File: config.mk
export PLATFORM = sky130hd
export DESIGN_NAME = vec_seq_ctrl_unit
export DESIGN_NICKNAME = d
export VERILOG_FILES = /design/src/rtl/vec_seq_ctrl_unit.sv
export SDC_FILE = /design/constraint.sdc
export NUM_CORES = 1
export LEC_CHECK = 0
export CORE_UTILIZATION = 40
export DETAILED_ROUTE_END_ITERATION = 10
export GPL_ROUTABILITY_DRIVEN = 0
export PLACE_DENSITY = 0.76
export SYNTH_ARGS = -nofsm -noshare
export SYNTH_HDL_FRONTEND = slang
export SYNTH_SLANG_ARGS = --single-unit
export TNS_END_PERCENT = 20
File: constraint.sdc
create_clock -name clk -period 2.08 [get_ports clk]
set_input_delay 0.208 -clock clk [delete_from_list [all_inputs] [get_ports clk]]
set_output_delay 0.208 -clock clk [all_outputs]
set_load 0.1 [all_outputs]
File: src/rtl/vec_seq_ctrl_unit.sv
// Vector sequencer control unit: decodes one instruction at a time and steps
// it through EXEC, a multi-beat MEM transfer, or a one-cycle jump FLUSH.
module vec_seq_ctrl_unit #(
    parameter int LANES = 4,
    parameter int VLEN  = 16,
    parameter int BW    = ((VLEN / LANES) > 1) ? $clog2(VLEN / LANES) : 1
) (
    input  logic          clk,
    input  logic          rst,
    input  logic          valid_in,
    input  logic [1:0]    op,
    input  logic [1:0]    inst,
    input  logic          flagV,
    input  logic          mem_ready,
    output logic          ready_in,
    output logic          wmem,
    output logic          rmem,
    output logic          wreg,
    output logic          CondEn,
    output logic          jmpSel,
    output logic          VF,
    output logic [1:0]    jmpF,
    output logic [2:0]    ALUins,
    output logic [1:0]    ExtndSel,
    output logic [BW-1:0] beat_idx,
    output logic          busy,
    output logic          done
);

    localparam int BEATS = VLEN / LANES;

    localparam logic [1:0] S_IDLE  = 2'd0;
    localparam logic [1:0] S_EXEC  = 2'd1;
    localparam logic [1:0] S_MEM   = 2'd2;
    localparam logic [1:0] S_FLUSH = 2'd3;

    logic [1:0]    state_q, state_d;
    logic [BW-1:0] beat_q, beat_d;
    logic          load_q, load_d;
    logic          wmem_q, wmem_d;
    logic          rmem_q, rmem_d;
    logic          wreg_q, wreg_d;
    logic          cond_q, cond_d;
    logic          jmpsel_q, jmpsel_d;
    logic [1:0]    jmpf_q, jmpf_d;
    logic [2:0]    alu_q, alu_d;
    logic [1:0]    ext_q, ext_d;
    logic          vf_q;

    logic is_store, is_load, jmp_any, jmp_eq, cond_dec, jmp_taken;
    logic accept, last_beat, mem_final;

    // Instruction decode of the word currently offered on op/inst.
    always_comb begin
        is_store  = (op == 2'b01) && (inst == 2'b00);
        is_load   = (op == 2'b11) && (inst == 2'b01);
        jmp_any   = (op == 2'b00) && !inst[1];
        jmp_eq    = (op == 2'b00) && (inst == 2'b01);
        cond_dec  = (op == 2'b01) && (inst != 2'b00);
        jmp_taken = jmp_any && (!jmp_eq || flagV);
        accept    = valid_in && (state_q == S_IDLE);
        last_beat = (beat_q == BW'(BEATS - 1));
        mem_final = (state_q == S_MEM) && mem_ready && last_beat;
    end

    // Next-state and next-strobe logic; one-cycle states clear their strobes on exit.
    always_comb begin
        state_d  = state_q;
        beat_d   = beat_q;
        load_d   = load_q;
        wmem_d   = wmem_q;
        rmem_d   = rmem_q;
        wreg_d   = 1'b0;
        cond_d   = 1'b0;
        jmpsel_d = 1'b0;
        jmpf_d   = 2'b00;
        alu_d    = 3'b000;
        ext_d    = 2'b00;
        case (state_q)
            S_IDLE: begin
                beat_d = '0;
                wmem_d = 1'b0;
                rmem_d = 1'b0;
                load_d = 1'b0;
                if (accept) begin
                    if (is_store || is_load) begin
                        state_d = S_MEM;
                        wmem_d  = is_store;
                        rmem_d  = is_load;
                        load_d  = is_load;
                    end else if (jmp_taken) begin
                        state_d  = S_FLUSH;
                        jmpf_d   = {jmp_eq, jmp_any};
                        jmpsel_d = 1'b1;
                    end else begin
                        // Includes the not-taken jump-if-equal: every decode term is 0 for it.
                        state_d = S_EXEC;
                        wreg_d  = op[1];
                        cond_d  = cond_dec;
                        alu_d   = (op == 2'b10) ? {1'b0, inst} : 3'b000;
                        ext_d   = (op == 2'b01) ? inst : 2'b00;
                    end
                end
            end
            S_EXEC, S_FLUSH: begin
                state_d = S_IDLE;
            end
            S_MEM: begin
                // mem_ready low is a stall: nothing changes.
                if (mem_ready) begin
                    if (last_beat) begin
                        state_d = S_IDLE;
                        beat_d  = '0;
                        wmem_d  = 1'b0;
                        rmem_d  = 1'b0;
                        load_d  = 1'b0;
                    end else begin
                        beat_d = beat_q + BW'(1);
                    end
                end
            end
            default: state_d = S_IDLE;
        endcase
    end

    // State and strobe registers with synchronous reset.
    always_ff @(posedge clk) begin
        if (rst) begin
            state_q  <= S_IDLE;
            beat_q   <= '0;
            load_q   <= 1'b0;
            wmem_q   <= 1'b0;
            rmem_q   <= 1'b0;
            wreg_q   <= 1'b0;
            cond_q   <= 1'b0;
            jmpsel_q <= 1'b0;
            jmpf_q   <= 2'b00;
            alu_q    <= 3'b000;
            ext_q    <= 2'b00;
        end else begin
            state_q  <= state_d;
            beat_q   <= beat_d;
            load_q   <= load_d;
            wmem_q   <= wmem_d;
            rmem_q   <= rmem_d;
            wreg_q   <= wreg_d;
            cond_q   <= cond_d;
            jmpsel_q <= jmpsel_d;
            jmpf_q   <= jmpf_d;
            alu_q    <= alu_d;
            ext_q    <= ext_d;
        end
    end

    // ALU vector flag is simply delayed one cycle regardless of state.
    always_ff @(posedge clk) begin
        if (rst) vf_q <= 1'b0;
        else     vf_q <= flagV;
    end

    // Retirement and final-beat load write depend on mem_ready in the same
    // cycle, so they are formed here; reset suppresses both.
    always_comb begin
        done = !rst && ((state_q == S_EXEC) || (state_q == S_FLUSH) || mem_final);
        wreg = !rst && (wreg_q || (mem_final && load_q));
    end

    assign ready_in = (state_q == S_IDLE);
    assign busy     = (state_q != S_IDLE);
    assign beat_idx = beat_q;
    assign wmem     = wmem_q;
    assign rmem     = rmem_q;
    assign CondEn   = cond_q;
    assign jmpSel   = jmpsel_q;
    assign jmpF     = jmpf_q;
    assign ALUins   = alu_q;
    assign ExtndSel = ext_q;
    assign VF       = vf_q;

endmodule

* Word level (Yosys, flattened, before mapping)
Index checks and enable logic that the tools add are counted.
** Word-level totals
- Register bits after elaboration :: 17
- Bits of input ports :: 9
- Output and inout bits :: 18
- Word-level logic and storage cells :: 82
** Operators by class
- Add/sub/neg operators :: 1
- Equal/unequal tests :: 11
- Mux-type cells :: 18
- Bitwise logic cells :: 5
- Reduce and logical (&&, ||, !) cells :: 35
** Operators with widths (count)
- 2-bit two-way mux :: 7
- 1-bit logical AND :: 12
- 6-bit OR reduction :: 2
- 2-bit == test (second input constant) :: 5
- 5-bit OR reduction :: 2
- 1-bit two-way mux :: 7
- 2-bit by 1-bit == test with 1-bit output (second input constant) :: 3
- 2-bit zero test :: 3
- 2-bit one-hot mux with 3 select lines :: 1
- 3-bit AND reduction :: 2
- 2-bit nonzero test :: 3
- 1-bit logical OR :: 5
- 1-bit NOT :: 5
- 2-bit != test (second input constant) :: 2
- 1-bit one-hot mux with 2 select lines :: 2
- 2-bit one-hot mux with 2 select lines :: 1
- 4-bit OR reduction :: 1
- 1-bit zero test :: 3
- 2-bit by 1-bit adder with 2-bit output (second input constant) :: 1
- 2-bit by 1-bit != test with 1-bit output (second input constant) :: 1
- 2-bit AND reduction :: 1
- 2-bit OR reduction :: 1

* Depth between registers and ports, before layout
Gate-level depths: netlist (run 1).
- Depth after elaboration :: 9
- Mapped depth :: 5
- Depth with buffers taken out :: 4

* Least setup slack after synthesis (run 1)
No wires, ideal clock.
- Kind :: register to output
- From :: register beat_q[0] (netlist: beat_idx[0])
- To :: output port wreg
- Arrival :: 2709 ps
- Data required time :: 1872 ps
- Setup slack :: -837 ps
- Cell stages (with the launch flop) :: 4
- Cell sequence :: dfxtp_1 ha_1 a41oi_1 nor2_1
** On the way
- Longest elaborated chain between the ends :: 5
** Ends and longest elaborated chain
- from (decl) :: line 38 : logic [BW-1:0] beat_q, beat_d;
- from (signal assigned) :: line 142 : beat_q <= beat_d;
- 2-bit == test :: line 62 : last_beat = (beat_q == BW'(BEATS - 1));
- 1-bit logical AND :: line 63 : mem_final = (state_q == S_MEM) && mem_ready && last_beat;
- 1-bit logical AND :: line 165 : wreg = !rst && (wreg_q || (mem_final && load_q));
- 1-bit logical OR :: line 165
- 1-bit logical AND :: line 165
- to (decl) :: line 18 : output logic wreg,
No other way between the ends.

* Final worst setup path (run 1)
- From :: register state_q[1]
- To :: output port wreg
** On the way
- Longest elaborated chain between the ends :: 6
** Ends and longest elaborated chain
- from (decl) :: line 37 : logic [1:0] state_q, state_d;
- from (signal assigned) :: line 141 : state_q <= state_d;
- 2-bit == test :: line 63
- 1-bit logical AND (2 in series) :: line 63
- 1-bit logical AND :: line 165
- 1-bit logical OR :: line 165
- 1-bit logical AND :: line 165
No other way between the ends.

==> results of run 1 <==
cells in the mapped netlist:
| cell type | count |
|---|---|
| dfxtp_1 | 16 |
| nand2_1 | 8 |
| a21oi_1 | 7 |
| inv_1 | 5 |
| nor2_1 | 5 |
| nor2b_1 | 3 |
| a31oi_1 | 2 |
| and2_1 | 2 |
| buf_6 | 2 |
| nor3_1 | 2 |
| o21ai_0 | 2 |
| o32ai_1 | 2 |
| a211oi_1 | 1 |
| a41oi_1 | 1 |
| and3_1 | 1 |
| buf_2 | 1 |
| buf_4 | 1 |
| conb_1 | 1 |
| ha_1 | 1 |
| nand2b_1 | 1 |
| nand3_1 | 1 |
| nand4bb_1 | 1 |
| nor4b_1 | 1 |
| o21a_1 | 1 |
| o2bb2ai_1 | 1 |
| or2_2 | 1 |
| or4_4 | 1 |
| or4b_1 | 1 |
worst max-delay path, cell delays in order, from the launching register on:
cell and delay, ps:
dfxtp_1 450, nor2b_1 290, a41oi_1 200, nor2_4 140
buf_12 180
worst min path at each step:
stage,end,cells after the start,start,slack [ps]
global route,beat_idx[1],2,beat_idx[1],520
CTS,wmem,2,wmem,490
detailed placement,wmem,2,wmem,470
finish,wmem,2,wmem,480
floorplan,ALUins[1],1,op[0],280
global placement,wmem,2,wmem,470
stage by stage:
stage	std cells	hold WS, ps	util [%]	setup slack (ps)
detailed placement	111	473	59.4	292
floorplan	72	285	-	-15.8
global placement	111	466	59.4	296
CTS	115	487	61.8	303
global route	115	516	61.8	219
finish	115	481	61.8	337
metal layers:
metal	up-vias	wire length, um
li1	305	-
met1	278	598
met4	0	5
met2	20	688
met3	2	74
met5	-	0
logic make-up (layout without fill, tap and decap cells):
group,after synthesis,count (layout),synth area share [%]
buffers and inverters,9,36,8.24
and+or+nand+nor,28,28,23.8
DFF,16,16,49.0
AOI/OAI and AO/OA,17,17,16.5
other,1,1,0.574
adders and majority gates,1,1,1.92
area by class of cell:
type,instances,area (um2)
Fill cell,154,582
Timing Repair Buffer,27,248
Multi-Input combinational cell,47,297
Tap cell,16,20.0
Sequential cell,16,323
Inverter,5,18.8
Clock buffer,4,36.3
flip-flops by register name (all words and copies together) (netlist names):
register  count
wreg_q        1
CondEn        1
ExtndSel      2
wmem          1
beat_idx      2
VF            1
jmpSel        1
state_q       2
ALUins        2
jmpF          2
rmem          1
power groups by stage:
stage          registers, mW  logic (mW)  clock network (mW)
2_1_floorplan          0.356      0.0875                   0
3_3_place_gp           0.327       0.159                   0
3_5_place_dp           0.327       0.160                   0
4_1_cts                0.320       0.161               0.207
5_1_grt                0.321       0.168               0.216
6_report               0.320       0.160               0.200
==> summary.md, run 1 <==
| Metric | Value |
|---|---|
| First-iteration detailed-routing DRC count | `11` |
| Main area contributors after synthesis | `dfxtp_1 (49%), a21oi_1 (5.4%), nand2_1 (4.6%), buf_6 (3.4%), inv_1 (2.9%)` |
| Syn_area_per_cell | `9.07 um2` |
| LEAKAGE | `0.402 nW` |
| Initial antenna violation count | `0` |
| Reg2reg end | `jmpSel` |
| Worst hold path class | `reg2reg` |
| R2r worst-path depth | `3` |
| Post-Syn Nets | `82` |
| Power Total | `0.680 mW` |
| Root Buffer | `clkbuf_4` |
| Diodes inserted | `0` |
| Max Fclk | `0.574 GHz` |
| Clk_skew | `1.08 ps` |
| Placed Area | `906 um2` |
| Clock share of power | `29.4%` |
| P_sw | `0.215 mW` |
| Final Hold Viols | `0` |
| # Post-CTS Setup Buffers | `0` |
| Power per cell area | `722 mW/mm2` |
| Peak supply drop | `551 uV` |
| Routed wire length | `1370 um` |
| Setup Viol. Count Final | `0` |
| Yosys warnings | `0` |
| GRT overflow | `0` |
| Post-Syn Area | `653 um2` |
| RSZ-0062 raised after global routing | `false` |
| Status | `completed` |
| Layout cells sized above 1 | `30.3%` |
| Sw Share | `31.6%` |
| Grt met3 use | `3.02%` |
| Sink Count | `16` |
| Number of global-route vias before repair | `561` |
| DRC | `0` |
| # IOs | `27` |
| Drt via density | `5.26` |
| Nets | `110` |
| Hold Buf Count CTS | `0` |
| Slew Limit Fails | `0` |
| Starting density of the core | `42.9%` |
| Total GRT Usage | `16.4%` |
| Clk pin slew, worst setup/hold paths | `90 ps` |
| TritonCTS Buffers | `3` |
| Combinational Power Share | `23.6%` |
| I/O Buffers | `25` |
| CP Capture Type | `output port` |
| Clock tree buffer depth | `2` |
| Post-synthesis sequential area ratio | `49.0%` |
| Area Growth Syn to Fin | `44.3%` |
| Chip width | `42.4 um` |
| Seq cells post-synth | `16` |
| Clk Latency, worst-skew pair | `280 ps` |
| Yosys top cell area share | `49.0%` |
| Commonest non-fill, non-tap cells in the layout | `buf_4 (17), dfxtp_1 (14), nand2_1 (8), clkdlybuf4s50_1 (8), a21oi_1 (7)` |
| Worst reg2reg setup slack | `450 ps` |
| Post-route ant nets | `0` |
| Setup TNS Final | `0 ps` |
| WP data required | `1870 ps` |
| Peak-usage layer in the global routing report | `met2` |
| H-tree levels | `1` |
| Die area | `0.00180 mm2` |
| Largest area contributor in the netlist | `dfxtp_1` |
| Crit path max fanout | `7` |
| Routed wire per std cell | `11.9 um` |
| Crit Path Class | `reg2out` |
| Max_cap viols | `0` |
| Die Ht | `42.4 um` |
| CP Launch Point | `state_q[1]` |
| Flop pwr share | `47.1%` |
| CTS tree | `yes` |
| Dpl hpwl | `1060 um` |
| Critical Path Sink | `wreg` |
| Detailed-route via count | `605` |
| TritonRoute pass-1 iters | `3` |
| GRT met2 Usage | `29.2%` |
| Post-layout min period | `1740 ps` |
| CP Launch Type | `register` |
| Rows | `14` |
| Post-Syn Instances | `72` |
| Gates resized, CTS repair | `0` |
| Met1 Use GR | `19.6%` |
| Synth cell types | `28` |
| Most common cell after layout, fill and taps aside | `buf_4` |
| Core ar. | `0.00152 mm2` |
| Critical Path AT | `1540 ps` |
| Largest net degree at the start of global routing | `11` |
| Final Cycle Share | `83.8%` |
| Pint | `0.466 mW` |
| First-pass GRT wire length | `2280 um` |
| Cell area after layout | `942 um2` |
| Reg2Reg Launch Point | `state_q[0]` |
Note: power is estimated with default switching activity, not from simulation.
==> inputs of run 2 (changes only) <==
Clock period 2.08 ns to 1.7 ns, I/O delays scaled along.
==> summary.md, run 2 (same netlist as run 1, synthesis figures left out) <==
| Metric | Value |
|---|---|
| Clock tree buffer depth | `2 (unchanged)` |
| # IOs | `27 (unchanged)` |
| Clk_skew | `6.27 ps (+5.19 ps)` |
| Combinational Power Share | `26.3% (+2.7 points)` |
| Final Hold Viols | `0 (unchanged)` |
| RSZ-0062 raised after global routing | `false` |
| I/O Buffers | `25 (unchanged)` |
| Crit-path cells | `buf_4 -> nor2b_4 -> a41oi_1 -> nor2_4 -> buf_12` |
| Die Ht | `42.4 um (unchanged)` |
| Worst hold path class | `in2reg` |
| Hold Buf Count CTS | `0 (unchanged)` |
| Number of global-route vias before repair | `566 (+0.89%)` |
| Clock share of power | `28.4% (-1.0 points)` |
| Starting density of the core | `42.9% (unchanged)` |
| Diodes inserted | `0 (unchanged)` |
| Chip width | `42.4 um (unchanged)` |
| Pint | `0.588 mW (+26%)` |
| TritonCTS Buffers | `3 (unchanged)` |
| Worst path max stage delay | `330 ps (-120 ps)` |
| Filler cells | `129 (-16%)` |
| First-iteration detailed-routing DRC count | `2 (-9)` |
| GRT overflow | `0 (unchanged)` |
| Max Fclk | `0.626 GHz` |
| CP Capture Type | `output port` |
| WP data required | `1530 ps (-340 ps)` |
| Status | `completed` |
| Most common cell after layout, fill and taps aside | `buf_4` |
| Clk Latency, worst-skew pair | `280 ps (about the same)` |
| # Post-CTS Setup Buffers | `0 (unchanged)` |
| CP Launch Type | `register` |
| Power per cell area | `859 mW/mm2 (+19%)` |
| CTS tree | `yes` |
| Die area | `0.00180 mm2 (unchanged)` |
| Nets | `112 (+1.8%)` |
| Max_cap viols | `0 (unchanged)` |
| Crit path buffers/inverters | `2 (+1)` |
| Dpl hpwl | `1080 um (+1.8%)` |
| Worst path slowest cell | `dfxtp_1` |
| Area Growth Syn to Fin | `52.3%` |
| Cell family with the largest share of critical-path delay | `flip-flops` |
| First-pass GRT wire length | `2320 um (+1.5%)` |
| Post-layout min period | `1600 ps` |
| Slew Limit Fails | `0 (unchanged)` |
| Peak-usage layer in the global routing report | `met2` |
| Routed wire length | `1340 um (-2.0%)` |
| Initial antenna violation count | `0 (unchanged)` |
| H-tree levels | `1 (unchanged)` |
| Post-route ant nets | `0 (unchanged)` |
| Final Cycle Share | `93.9%` |
| Grt met3 use | `4.31% (+1.3 points)` |
| Clk pin slew, worst setup/hold paths | `90 ps (about the same)` |
| Met1 Use GR | `19.3% (-0.27 points)` |
| Drt via density | `5.17 (-1.7%)` |
| Fin cells | `117 (+1.7%)` |
| Commonest non-fill, non-tap cells in the layout | `buf_4 (17), dfxtp_1 (14), nand2_1 (8), clkdlybuf4s50_1 (8), a21oi_1 (7)` |
| Power Total | `0.854 mW (+26%)` |
| Largest net degree at the start of global routing | `11 (unchanged)` |
| Crit path max fanout | `6 (-1)` |
| Total GRT Usage | `16.9% (+0.45 points)` |
| Crit Path Class | `reg2out` |
| P_sw | `0.266 mW (+24%)` |
| Sw Share | `31.1% (-0.46 points)` |
| Peak supply drop | `524 uV (-4.9%)` |
| GRT met2 Usage | `28.9% (-0.31 points)` |
| Root Buffer | `clkbuf_4` |
| Sink Count | `16 (unchanged)` |
| Flop pwr share | `45.3% (-1.8 points)` |
| # placed instances | `113 (+1.8%)` |
| Detailed-route via count | `605 (unchanged)` |
| Core ar. | `0.00152 mm2 (unchanged)` |
| Layout cells sized above 1 | `32.7% (+2.4 points)` |
| LEAKAGE | `0.424 nW (+5.6%)` |
| Critical Path AT | `1430 ps (-110 ps)` |
| Setup Viol. Count Final | `0 (unchanged)` |
| Rows | `14 (unchanged)` |
| Routed wire per std cell | `11.4 um (-3.7%)` |
| TritonRoute pass-1 iters | `2 (-1)` |
| DRC | `0 (unchanged)` |
==> run 2: cell count changes in the layout (fill, tap and decap cells not counted), sizes merged <==
| cell | previous run | this run |
|---|---|---|
| buf | 19 | 21 |
==> run 2: final timing paths <==
path              to  depth (start not counted)  slack, ps        from
max reg2reg  jmpF[0]                          3        190  state_q[1]
min reg2reg     wmem                          2        470        wmem
max             wreg                          5        100  state_q[1]
min          jmpF[1]                          3        470       flagV
==> run 2: per-layer routing <==
metal  share of wire, %  vias up
li1                   -      306
met1                 43      281
met2                 52       18
met3                5.0        0
met4                  0        0
met5                  0        -
==> run 2: metrics by stage <==
| stage | TNS [ps] | worst slack, ps | utilization (%) | hold slack, ps | instance area (um2) |
|---|---|---|---|---|---|
| floorplan | -312 | -284 | - | 247 | 678 |
| global placement | -128 | -48.9 | 62.4 | 468 | 951 |
| detailed placement | -177 | -73.3 | 62.4 | 464 | 951 |
| CTS | 0 | 47.5 | 64.9 | 469 | 990 |
| global route | 0 | 10.7 | 65.3 | 480 | 995 |
| finish | 0 | 103 | 65.3 | 468 | 995 |
==> run 2: timing repair <==
action,in CTS,in global routing
endpoints found under the setup margin,1,1
endpoints found under the hold margin,0,0
gates resized for setup,1,1
==> run 2: power groups by stage <==
stage / logic, mW / clock network (mW) / registers [mW]
6_report: 0.225 / 0.242 / 0.387
5_1_grt: 0.235 / 0.270 / 0.388
4_1_cts: 0.224 / 0.253 / 0.387
3_5_place_dp: 0.223 / 0 / 0.396
3_3_place_gp: 0.221 / 0 / 0.396
2_1_floorplan: 0.108 / 0 / 0.437
==> run 2: worst reg2reg max path: cells and delay by family (launching register included) <==
| kind | cells | cell delay, ps |
|---|---|---|
| flops | 1 | 310 |
| simple gates | 2 | 1010 |
| compound gates | 1 | 130 |
==> run 2: cell type report <==
class | count | area, um2 | share of cell area [%]
tap | 16 | 20.0 | 2.01
timing repair buffer | 29 | 288 | 28.9
clock buffer | 4 | 36.3 | 3.65
sequential | 16 | 323 | 32.5
inverter | 5 | 18.8 | 1.89
multi-input combinational | 47 | 309 | 31.1
==> inputs of run 3 (changes only) <==
Settings changed: SLEW_MARGIN set to 20.
==> results of run 3 <==
Final layout, timing and power as in run 2 (identical DEF).
